**src/rtl/fir_if.sv**
```systemverilog
// Bus bundle for the FIR accelerator: AXI-Lite control, AXI-Stream in/out,
// and the two single-port BRAM ports.
//
// Handshake semantics (all channels): a transfer happens on the rising edge
// where valid and ready are both high. The source holds valid and its payload
// stable until that edge. Ready may depend on valid.
interface fir_if #(
    parameter int pADDR_WIDTH = 12,
    parameter int pDATA_WIDTH = 32
);
    logic                   awvalid, awready;
    logic [pADDR_WIDTH-1:0] awaddr;
    logic                   wvalid, wready;
    logic [pDATA_WIDTH-1:0] wdata;
    logic                   arvalid, arready;
    logic [pADDR_WIDTH-1:0] araddr;
    logic                   rready, rvalid;
    logic [pDATA_WIDTH-1:0] rdata;

    logic                   ss_tvalid, ss_tlast, ss_tready;
    logic [pDATA_WIDTH-1:0] ss_tdata;
    logic                   sm_tready, sm_tvalid, sm_tlast;
    logic [pDATA_WIDTH-1:0] sm_tdata;

    logic [3:0]             tap_WE, data_WE;
    logic                   tap_EN, data_EN;
    logic [pDATA_WIDTH-1:0] tap_Di, tap_Do, data_Di, data_Do;
    logic [pADDR_WIDTH-1:0] tap_A, data_A;

    modport slave (
        input  awvalid, awaddr, wvalid, wdata, arvalid, araddr, rready,
               ss_tvalid, ss_tdata, ss_tlast, sm_tready, tap_Do, data_Do,
        output awready, wready, arready, rvalid, rdata, ss_tready,
               sm_tvalid, sm_tdata, sm_tlast,
               tap_WE, tap_EN, tap_Di, tap_A, data_WE, data_EN, data_Di, data_A
    );

    modport master (
        output awvalid, awaddr, wvalid, wdata, arvalid, araddr, rready,
               ss_tvalid, ss_tdata, ss_tlast, sm_tready, tap_Do, data_Do,
        input  awready, wready, arready, rvalid, rdata, ss_tready,
               sm_tvalid, sm_tdata, sm_tlast,
               tap_WE, tap_EN, tap_Di, tap_A, data_WE, data_EN, data_Di, data_A
    );
endinterface

```
**src/rtl/fir_filter.sv**
```systemverilog
// 11-tap FIR accelerator. Coefficients and a circular sample history live in
// external single-port BRAMs (1-cycle read latency). One sample is processed
// at a time: accept, 11 MAC steps, present the result, repeat.
module fir_filter #(
    parameter int pADDR_WIDTH = 12,
    parameter int pDATA_WIDTH = 32,
    parameter int Tape_Num    = 11
) (
    input  logic       axis_clk,
    input  logic       axis_rst_n,
    fir_if.slave       bus,
    output logic [2:0] fsm_state
);
    typedef enum logic [2:0] {
        S_IDLE    = 3'd0,
        S_CLEAR   = 3'd1,
        S_WAIT_IN = 3'd2,
        S_MAC     = 3'd3,
        S_OUT     = 3'd4
    } state_t;

    localparam int                     IW       = pADDR_WIDTH - 2;
    localparam logic [3:0]             LAST_TAP = 4'(Tape_Num - 1);
    localparam logic [3:0]             MAC_END  = 4'(Tape_Num);
    localparam logic [IW-1:0]          TAP_BASE = IW'(8);             // 0x20
    localparam logic [IW-1:0]          TAP_END  = IW'(8 + Tape_Num);
    localparam logic [pADDR_WIDTH-1:0] A_CTRL   = pADDR_WIDTH'('h00);
    localparam logic [pADDR_WIDTH-1:0] A_LEN    = pADDR_WIDTH'('h10);

    state_t state, state_nx;

    logic                   ap_start, ap_done, ap_idle;
    logic [pDATA_WIDTH-1:0] data_length;
    logic [3:0]             clr_cnt, mac_cnt, ptr, didx;
    logic [pDATA_WIDTH-1:0] acc, prod, out_cnt, sm_data_q, reg_rdata;
    logic                   aw_go, ar_go, rd_tap_pend, rd_busy;
    logic                   aw_tap, ar_tap, aw_ok, ar_ok, last_out;
    logic                   unused_ss_tlast;

    function automatic logic is_tap(input logic [pADDR_WIDTH-1:0] a);
        return (a[pADDR_WIDTH-1:2] >= TAP_BASE) && (a[pADDR_WIDTH-1:2] < TAP_END);
    endfunction

    function automatic logic [pADDR_WIDTH-1:0] tap_addr(input logic [pADDR_WIDTH-1:0] a);
        return {a[pADDR_WIDTH-1:2] - TAP_BASE, 2'b00};
    endfunction

    assign unused_ss_tlast = bus.ss_tlast;
    assign fsm_state       = state;
    assign ap_idle         = (state == S_IDLE);
    assign aw_tap          = is_tap(bus.awaddr);
    assign ar_tap          = is_tap(bus.araddr);
    assign last_out        = (out_cnt + 32'd1 == data_length);
    // Low 32 bits of a signed product equal those of the unsigned product.
    assign prod            = bus.tap_Do * bus.data_Do;
    assign rd_busy         = ar_go || rd_tap_pend || bus.rvalid;

    // A tap access granted now is performed next cycle, so it is refused if the
    // engine will be in a MAC step then. A simultaneous tap write wins over a read.
    assign aw_ok = bus.awvalid && bus.wvalid && !aw_go && !(aw_tap && state_nx == S_MAC);
    assign ar_ok = bus.arvalid && !rd_busy && !(ar_tap && state_nx == S_MAC) &&
                   !(ar_tap && aw_ok && aw_tap);

    assign bus.awready = aw_go;
    assign bus.wready  = aw_go;
    assign bus.arready = ar_go;
    assign bus.sm_tdata = sm_data_q;

    // Register-file read mux for non-tap addresses.
    always_comb begin
        reg_rdata = '0;
        if (bus.araddr == A_CTRL)
            reg_rdata = pDATA_WIDTH'({ap_idle, ap_done, ap_start});
        else if (bus.araddr == A_LEN)
            reg_rdata = data_length;
    end

    // AXI-Lite handshakes, read data path and control/status registers.
    always_ff @(posedge axis_clk or negedge axis_rst_n) begin
        if (!axis_rst_n) begin
            aw_go       <= 1'b0;
            ar_go       <= 1'b0;
            rd_tap_pend <= 1'b0;
            bus.rvalid  <= 1'b0;
            bus.rdata   <= '0;
            data_length <= '0;
            ap_start    <= 1'b0;
            ap_done     <= 1'b0;
        end else begin
            aw_go       <= aw_ok;
            ar_go       <= ar_ok;
            rd_tap_pend <= ar_go && ar_tap;
            if (ar_go && !ar_tap) begin
                bus.rvalid <= 1'b1;
                bus.rdata  <= reg_rdata;
            end else if (rd_tap_pend) begin
                bus.rvalid <= 1'b1;
                bus.rdata  <= bus.tap_Do;
            end else if (bus.rvalid && bus.rready) begin
                bus.rvalid <= 1'b0;
            end
            if (aw_go && bus.awaddr == A_LEN)
                data_length <= bus.wdata;
            if (state == S_IDLE && ap_start) begin
                ap_start <= 1'b0;
                ap_done  <= 1'b0;
            end else begin
                if (aw_go && bus.awaddr == A_CTRL && bus.wdata[0] && state == S_IDLE)
                    ap_start <= 1'b1;
                if (state == S_OUT && bus.sm_tready && last_out)
                    ap_done <= 1'b1;
            end
        end
    end

    // FSM state register.
    always_ff @(posedge axis_clk or negedge axis_rst_n) begin
        if (!axis_rst_n) state <= S_IDLE;
        else             state <= state_nx;
    end

    // FSM next-state logic.
    always_comb begin
        state_nx = state;
        case (state)
            S_IDLE:    if (ap_start) state_nx = S_CLEAR;
            S_CLEAR:   if (clr_cnt == LAST_TAP) state_nx = S_WAIT_IN;
            S_WAIT_IN: if (bus.ss_tvalid) state_nx = S_MAC;
            S_MAC:     if (mac_cnt == MAC_END) state_nx = S_OUT;
            S_OUT:     if (bus.sm_tready) state_nx = last_out ? S_IDLE : S_WAIT_IN;
            default:   state_nx = S_IDLE;
        endcase
    end

    // FSM outputs: stream handshakes and BRAM port control.
    always_comb begin
        bus.ss_tready = 1'b0;
        bus.sm_tvalid = 1'b0;
        bus.sm_tlast  = 1'b0;
        bus.data_EN   = 1'b0;
        bus.data_WE   = 4'h0;
        bus.data_A    = '0;
        bus.data_Di   = '0;
        bus.tap_EN    = 1'b0;
        bus.tap_WE    = 4'h0;
        bus.tap_A     = '0;
        bus.tap_Di    = '0;
        case (state)
            S_CLEAR: begin
                bus.data_EN = 1'b1;
                bus.data_WE = 4'hF;
                bus.data_A  = pADDR_WIDTH'({clr_cnt, 2'b00});
            end
            S_WAIT_IN: begin
                bus.ss_tready = bus.ss_tvalid;
                bus.data_EN   = bus.ss_tvalid;
                bus.data_WE   = bus.ss_tvalid ? 4'hF : 4'h0;
                bus.data_A    = pADDR_WIDTH'({ptr, 2'b00});
                bus.data_Di   = bus.ss_tdata;
            end
            S_MAC: begin
                if (mac_cnt < MAC_END) begin
                    bus.data_EN = 1'b1;
                    bus.data_A  = pADDR_WIDTH'({didx, 2'b00});
                    bus.tap_EN  = 1'b1;
                    bus.tap_A   = pADDR_WIDTH'({mac_cnt, 2'b00});
                end
            end
            S_OUT: begin
                bus.sm_tvalid = 1'b1;
                bus.sm_tlast  = last_out;
            end
            default: ;
        endcase
        if (state != S_MAC) begin
            if (aw_go && aw_tap) begin
                bus.tap_EN = 1'b1;
                bus.tap_WE = 4'hF;
                bus.tap_A  = tap_addr(bus.awaddr);
                bus.tap_Di = bus.wdata;
            end else if (ar_go && ar_tap) begin
                bus.tap_EN = 1'b1;
                bus.tap_A  = tap_addr(bus.araddr);
            end
        end
    end

    // Datapath: clear counter, history pointer, MAC pipeline and output count.
    // In MAC step c the BRAMs return operands addressed in step c-1.
    always_ff @(posedge axis_clk or negedge axis_rst_n) begin
        if (!axis_rst_n) begin
            clr_cnt   <= '0;
            mac_cnt   <= '0;
            ptr       <= '0;
            didx      <= '0;
            acc       <= '0;
            out_cnt   <= '0;
            sm_data_q <= '0;
        end else begin
            case (state)
                S_IDLE: clr_cnt <= '0;
                S_CLEAR: begin
                    clr_cnt <= clr_cnt + 4'd1;
                    ptr     <= '0;
                    out_cnt <= '0;
                end
                S_WAIT_IN: begin
                    if (bus.ss_tvalid) begin
                        mac_cnt <= '0;
                        didx    <= ptr;
                        acc     <= '0;
                    end
                end
                S_MAC: begin
                    mac_cnt <= mac_cnt + 4'd1;
                    if (mac_cnt < MAC_END)
                        didx <= (didx == 4'd0) ? LAST_TAP : didx - 4'd1;
                    if (mac_cnt != 4'd0)
                        acc <= acc + prod;
                    if (mac_cnt == MAC_END) begin
                        sm_data_q <= acc + prod;
                        ptr       <= (ptr == LAST_TAP) ? 4'd0 : ptr + 4'd1;
                    end
                end
                S_OUT: if (bus.sm_tready) out_cnt <= out_cnt + 32'd1;
                default: ;
            endcase
        end
    end
endmodule

```
**src/flat_wrapper.sv**
```systemverilog
// flat-port wrapper written by rule: the top's interface ports become plain ports
module fir_filter_flat 
#(
    parameter int pADDR_WIDTH = 12,
    parameter int pDATA_WIDTH = 32,
    parameter int Tape_Num    = 11
)
  (axis_clk, axis_rst_n, fsm_state, bus_awvalid, bus_awaddr, bus_wvalid, bus_wdata, bus_arvalid, bus_araddr, bus_rready, bus_ss_tvalid, bus_ss_tdata, bus_ss_tlast, bus_sm_tready, bus_tap_Do, bus_data_Do, bus_awready, bus_wready, bus_arready, bus_rvalid, bus_rdata, bus_ss_tready, bus_sm_tvalid, bus_sm_tdata, bus_sm_tlast, bus_tap_WE, bus_tap_EN, bus_tap_Di, bus_tap_A, bus_data_WE, bus_data_EN, bus_data_Di, bus_data_A);
  fir_if #(.pADDR_WIDTH(pADDR_WIDTH), .pDATA_WIDTH(pDATA_WIDTH)) bus_i ();
  input  logic axis_clk;
  input  logic axis_rst_n;
  output logic [2:0] fsm_state;
  input wire logic [$bits(bus_i.awvalid)-1:0] bus_awvalid;
  input wire logic [$bits(bus_i.awaddr)-1:0] bus_awaddr;
  input wire logic [$bits(bus_i.wvalid)-1:0] bus_wvalid;
  input wire logic [$bits(bus_i.wdata)-1:0] bus_wdata;
  input wire logic [$bits(bus_i.arvalid)-1:0] bus_arvalid;
  input wire logic [$bits(bus_i.araddr)-1:0] bus_araddr;
  input wire logic [$bits(bus_i.rready)-1:0] bus_rready;
  input wire logic [$bits(bus_i.ss_tvalid)-1:0] bus_ss_tvalid;
  input wire logic [$bits(bus_i.ss_tdata)-1:0] bus_ss_tdata;
  input wire logic [$bits(bus_i.ss_tlast)-1:0] bus_ss_tlast;
  input wire logic [$bits(bus_i.sm_tready)-1:0] bus_sm_tready;
  input wire logic [$bits(bus_i.tap_Do)-1:0] bus_tap_Do;
  input wire logic [$bits(bus_i.data_Do)-1:0] bus_data_Do;
  output wire logic [$bits(bus_i.awready)-1:0] bus_awready;
  output wire logic [$bits(bus_i.wready)-1:0] bus_wready;
  output wire logic [$bits(bus_i.arready)-1:0] bus_arready;
  output wire logic [$bits(bus_i.rvalid)-1:0] bus_rvalid;
  output wire logic [$bits(bus_i.rdata)-1:0] bus_rdata;
  output wire logic [$bits(bus_i.ss_tready)-1:0] bus_ss_tready;
  output wire logic [$bits(bus_i.sm_tvalid)-1:0] bus_sm_tvalid;
  output wire logic [$bits(bus_i.sm_tdata)-1:0] bus_sm_tdata;
  output wire logic [$bits(bus_i.sm_tlast)-1:0] bus_sm_tlast;
  output wire logic [$bits(bus_i.tap_WE)-1:0] bus_tap_WE;
  output wire logic [$bits(bus_i.tap_EN)-1:0] bus_tap_EN;
  output wire logic [$bits(bus_i.tap_Di)-1:0] bus_tap_Di;
  output wire logic [$bits(bus_i.tap_A)-1:0] bus_tap_A;
  output wire logic [$bits(bus_i.data_WE)-1:0] bus_data_WE;
  output wire logic [$bits(bus_i.data_EN)-1:0] bus_data_EN;
  output wire logic [$bits(bus_i.data_Di)-1:0] bus_data_Di;
  output wire logic [$bits(bus_i.data_A)-1:0] bus_data_A;
  assign bus_i.awvalid = bus_awvalid;
  assign bus_i.awaddr = bus_awaddr;
  assign bus_i.wvalid = bus_wvalid;
  assign bus_i.wdata = bus_wdata;
  assign bus_i.arvalid = bus_arvalid;
  assign bus_i.araddr = bus_araddr;
  assign bus_i.rready = bus_rready;
  assign bus_i.ss_tvalid = bus_ss_tvalid;
  assign bus_i.ss_tdata = bus_ss_tdata;
  assign bus_i.ss_tlast = bus_ss_tlast;
  assign bus_i.sm_tready = bus_sm_tready;
  assign bus_i.tap_Do = bus_tap_Do;
  assign bus_i.data_Do = bus_data_Do;
  assign bus_awready = bus_i.awready;
  assign bus_wready = bus_i.wready;
  assign bus_arready = bus_i.arready;
  assign bus_rvalid = bus_i.rvalid;
  assign bus_rdata = bus_i.rdata;
  assign bus_ss_tready = bus_i.ss_tready;
  assign bus_sm_tvalid = bus_i.sm_tvalid;
  assign bus_sm_tdata = bus_i.sm_tdata;
  assign bus_sm_tlast = bus_i.sm_tlast;
  assign bus_tap_WE = bus_i.tap_WE;
  assign bus_tap_EN = bus_i.tap_EN;
  assign bus_tap_Di = bus_i.tap_Di;
  assign bus_tap_A = bus_i.tap_A;
  assign bus_data_WE = bus_i.data_WE;
  assign bus_data_EN = bus_i.data_EN;
  assign bus_data_Di = bus_i.data_Di;
  assign bus_data_A = bus_i.data_A;
  fir_filter #(.pADDR_WIDTH(pADDR_WIDTH), .pDATA_WIDTH(pDATA_WIDTH), .Tape_Num(Tape_Num)) u_core (.axis_clk(axis_clk), .axis_rst_n(axis_rst_n), .bus(bus_i), .fsm_state(fsm_state));
endmodule
```
**config.mk**
```make
export PLATFORM = sky130hd
export DESIGN_NAME = fir_filter_flat
export DESIGN_NICKNAME = d
export VERILOG_FILES = /design/src/rtl/fir_if.sv /design/src/rtl/fir_filter.sv /design/src/flat_wrapper.sv
export SDC_FILE = /design/constraint.sdc
export NUM_CORES = 2
export LEC_CHECK = 0
export CAP_MARGIN = 20
export CORE_AREA = 3 3 295 210
export DETAILED_ROUTE_END_ITERATION = 8
export DIE_AREA = 0 0 298 213
export PLACE_DENSITY = 0.71
export SLEW_MARGIN = 20
export SYNTH_ARGS = -nofsm -noshare
export SYNTH_HDL_FRONTEND = slang
export SYNTH_SLANG_ARGS = --single-unit
```
**constraint.sdc**
```tcl
create_clock -name axis_clk -period 11.7 [get_ports axis_clk]
set_clock_uncertainty 0.05 [all_clocks]
set_input_delay 2.925 -clock axis_clk [delete_from_list [all_inputs] [get_ports axis_clk]]
set_output_delay 2.925 -clock axis_clk [all_outputs]
set_load 0.02 [all_outputs]
```
==> summary.md <==
| Metric | Value |
|---|---|
| Primary FF master, synth | `dfrtp_1` |
| Initial DRC Count | `1480` |
| Status | `finished, final reports clean` |
| Final GP Congestion | `0.901` |
| Worst hold path type | `flip-flop to flip-flop` |
| Site row count | `75` |
| Worst R2R End | `u_core.bus.sm_tdata[31]` |
| CP startpoint kind | `input pin` |
| Hold-critical path depth | `2` |
| # hold bufs at CTS | `0` |
| FF-to-FF path depth | `24` |
| Fmax | `0.0944 GHz` |
| Reg-to-reg slack, setup | `4.35 ns` |
| Post-DP HPWL | `61.8 mm` |
| Critical path arrival | `10.89 ns` |
| Slew headroom | `28.1%` |
| Final hold vios | `0` |
| Die Height | `213 um` |
| Crit path max fanout | `15` |
| RSZ-0062 raised after global routing | `false` |
| Vias/cell | `5.14` |
| CTS tree | `done` |
| Clock sinks | `185` |
| Grt total ovfl | `0` |
| Nets | `3915` |
| Initial antenna violation count | `1` |
| Die area | `0.0635 mm2` |
| Cts repair resizes | `0` |
| Largest net degree at the start of global routing | `115` |
| # IOs | `333` |
| Compound-Gate Fraction of Synth Area | `6.84%` |
| Synth-to-Final Area Change | `17.3%` |
| Syn Std Cell Area | `0.0266 mm2` |
| Yosys reg bits | `185` |
| Min-delay src | `u_core.bus.sm_tdata[18]` |
| Post-synthesis mux area share | `3.09%` |
| Seq/Total Area, Yosys | `17.4%` |
| Asr flop ratio synth | `100%` |
| # Max-Cap Violations | `0` |
| DRT antenna net count | `0` |
| Crit path kind | `input pin to flip-flop` |
| Worst R2R Start | `u_core.acc[18]` |
| Clock Tree Buf Depth | `2` |
| Area of the core | `0.0595 mm2` |
| Clk Tree Root Cell | `clkbuf_16` |
| YS warnings | `0` |
| Routed WL | `74.2 mm` |
| Post-Synth XOR/XNOR Area | `4.45%` |
| Fin crit period | `10.60 ns` |
| DRT Pass-1 Iters | `7` |
| Commonest non-fill, non-tap cell in the layout | `inv_1` |
| Most frequent cells in the layout | `inv_1, nand2_1, fa_1` |
| Worst-Skew Late Latency | `0.46 ns` |
| Tightest Pin Transition | `1.08 ns` |
| Post-synth cell types | `80` |
| DR WL/cell | `18.5 um` |
| Clk pin slew, worst setup/hold paths | `0.08 ns` |
| Setup TNS | `0 ns` |
| # DRC | `0` |
| Period utilization | `90.6%` |
| EDFF count, synth | `0` |
| WHS Endpoint | `u_core.bus.sm_tdata[18]` |
| Critical path endpoint category | `flip-flop` |
| DR vias | `20600` |
| Die width | `298 um` |
| Final count of pins violating max slew | `0` |
| Mapped Cells | `2941` |
| Initial Utilization | `44.7%` |
| Total track usage | `24.0%` |
| Post-CTS Repair Setup Buffers | `0` |
| Share of cells above drive strength 1 | `5.10%` |
| Post-Synth Simple-Gate Area | `18.5%` |
| H-tree depth | `4` |
| Average size of a mapped cell | `9.03 um2` |
| Vias in the first global route | `21200` |
| Number of port buffers | `319` |
| First-pass GRT wire length | `119 mm` |
| Endpoints failing setup | `0` |
| Largest family of logic cells by synthesized area | `adder cells` |
| Fill count | `5547` |
| Worst Path Required | `12.00 ns` |
| Area share of fa/ha/maj cells after synthesis | `39.3%` |
| CTS buffer count | `17` |
## cell usage after synthesis (all sizes together) (5+ instances only)
cell	number	area [um2]
ha	134	1680
nor2b	6	37.5
clkbuf	140	547
a211oi	7	52.6
nand4	15	115
nor2	66	250
inv	528	1980
nor3	17	96.4
a31oi	7	43.8
and3	16	104
buf	31	218
xor2	37	324
xnor2	98	858
a211o	5	43.8
a21o	7	52.6
nor4	6	58.8
a21oi	52	260
o21a	5	37.5
nand3b	7	52.6
nand2	443	1680
dfrtp	185	4630
o22ai	8	50.1
fa	438	8770
nand3	41	205
o31ai	14	105
o21ai	123	616
mux2i	36	360
mux2	41	462
a22o	29	254
or3	6	37.5
nand2b	6	37.5
and2	335	2100
## flip-flops by register name (all words and copies together), names as in the netlist, 32 cells and up
register             count
u_core.acc              32
u_core.bus.rdata        32
u_core.bus.sm_tdata     32
u_core.data_length      32
u_core.out_cnt          32
## worst max path at each step
| stage | from | to | slack [ns] | cells past startpoint |
|---|---|---|---|---|
| after floorplan | bus_data_Do[2] | u_core.bus.sm_tdata[31] | 1.84 | 26 |
| after global placement | bus_data_Do[4] | u_core.bus.sm_tdata[31] | 0.73 | 25 |
| after detailed placement | bus_data_Do[4] | u_core.bus.sm_tdata[31] | 0.73 | 25 |
| after CTS | bus_data_Do[4] | u_core.bus.sm_tdata[31] | 1.20 | 25 |
| after global routing | bus_data_Do[4] | u_core.bus.sm_tdata[31] | 0.81 | 25 |
| final | bus_data_Do[4] | u_core.bus.sm_tdata[31] | 1.10 | 25 |
## layout make-up
class                           count  area (um2)  area share, %
Timing Repair Buffer              382        3670           11.8
Clock buffer                       17         425           1.37
Inverter                          528        1980           6.36
Antenna cell                        1        2.50        0.00803
Multi-Input combinational cell   2068       19300           61.8
Tap cell                          808        1010           3.24
Sequential cell                   185        4630           14.9
Clock inverter                     15         185          0.594
## critical path: stages
cell,delay [ns]
clkdlybuf4s50_1,0.94
buf_4,0.31
and2_1,0.16
fa_1,0.43
fa_1,0.40
fa_1,0.51
inv_1,0.06
fa_1,0.52
inv_1,0.05
fa_1,0.49
fa_1,0.54
inv_1,0.05
fa_1,0.44
fa_1,0.51
inv_1,0.05
ha_1,0.38
a21oi_1,0.19
o21ai_0,0.13
a221o_1,0.33
a21oi_1,0.21
o22ai_1,0.17
o41a_1,0.38
a211oi_1,0.30
xnor2_1,0.13
mux2_2,0.27
## logic make-up after synthesis
group / count (synthesis)
AOI/OAI and AO/OA: 290
buffers and inverters: 699
muxes: 77
adders and majority gates: 572
xor gates and xnor gates: 135
and+or+nand+nor: 982
DFF: 185
other: 1
## layer usage
layer  wire length, um  global-route usage (%)
met1             32900                    33.9
met2             34300                    38.2
met4              1540                    5.49
met3              5490                    5.10
met5                 0                       0
## stage by stage
stage / hold slack [ns] / cells / util, % / cell area (um2) / setup slack, ns
after global routing: 0.458 / 4004 / 52.4 / 31200 / 0.812
after global placement: 0.408 / 3970 / 51.3 / 30500 / 0.732
after detailed placement: 0.412 / 3971 / 51.4 / 30600 / 0.732
final: 0.424 / 4004 / 52.4 / 31200 / 1.10
after CTS: 0.429 / 4003 / 52.4 / 31200 / 1.20
after floorplan: 0.400 / 2952 / - / 26600 / 1.84
Power is left out: the tool's default activity adds up to more than one toggle a clock period on the data nets, which glitch-free logic cannot reach.
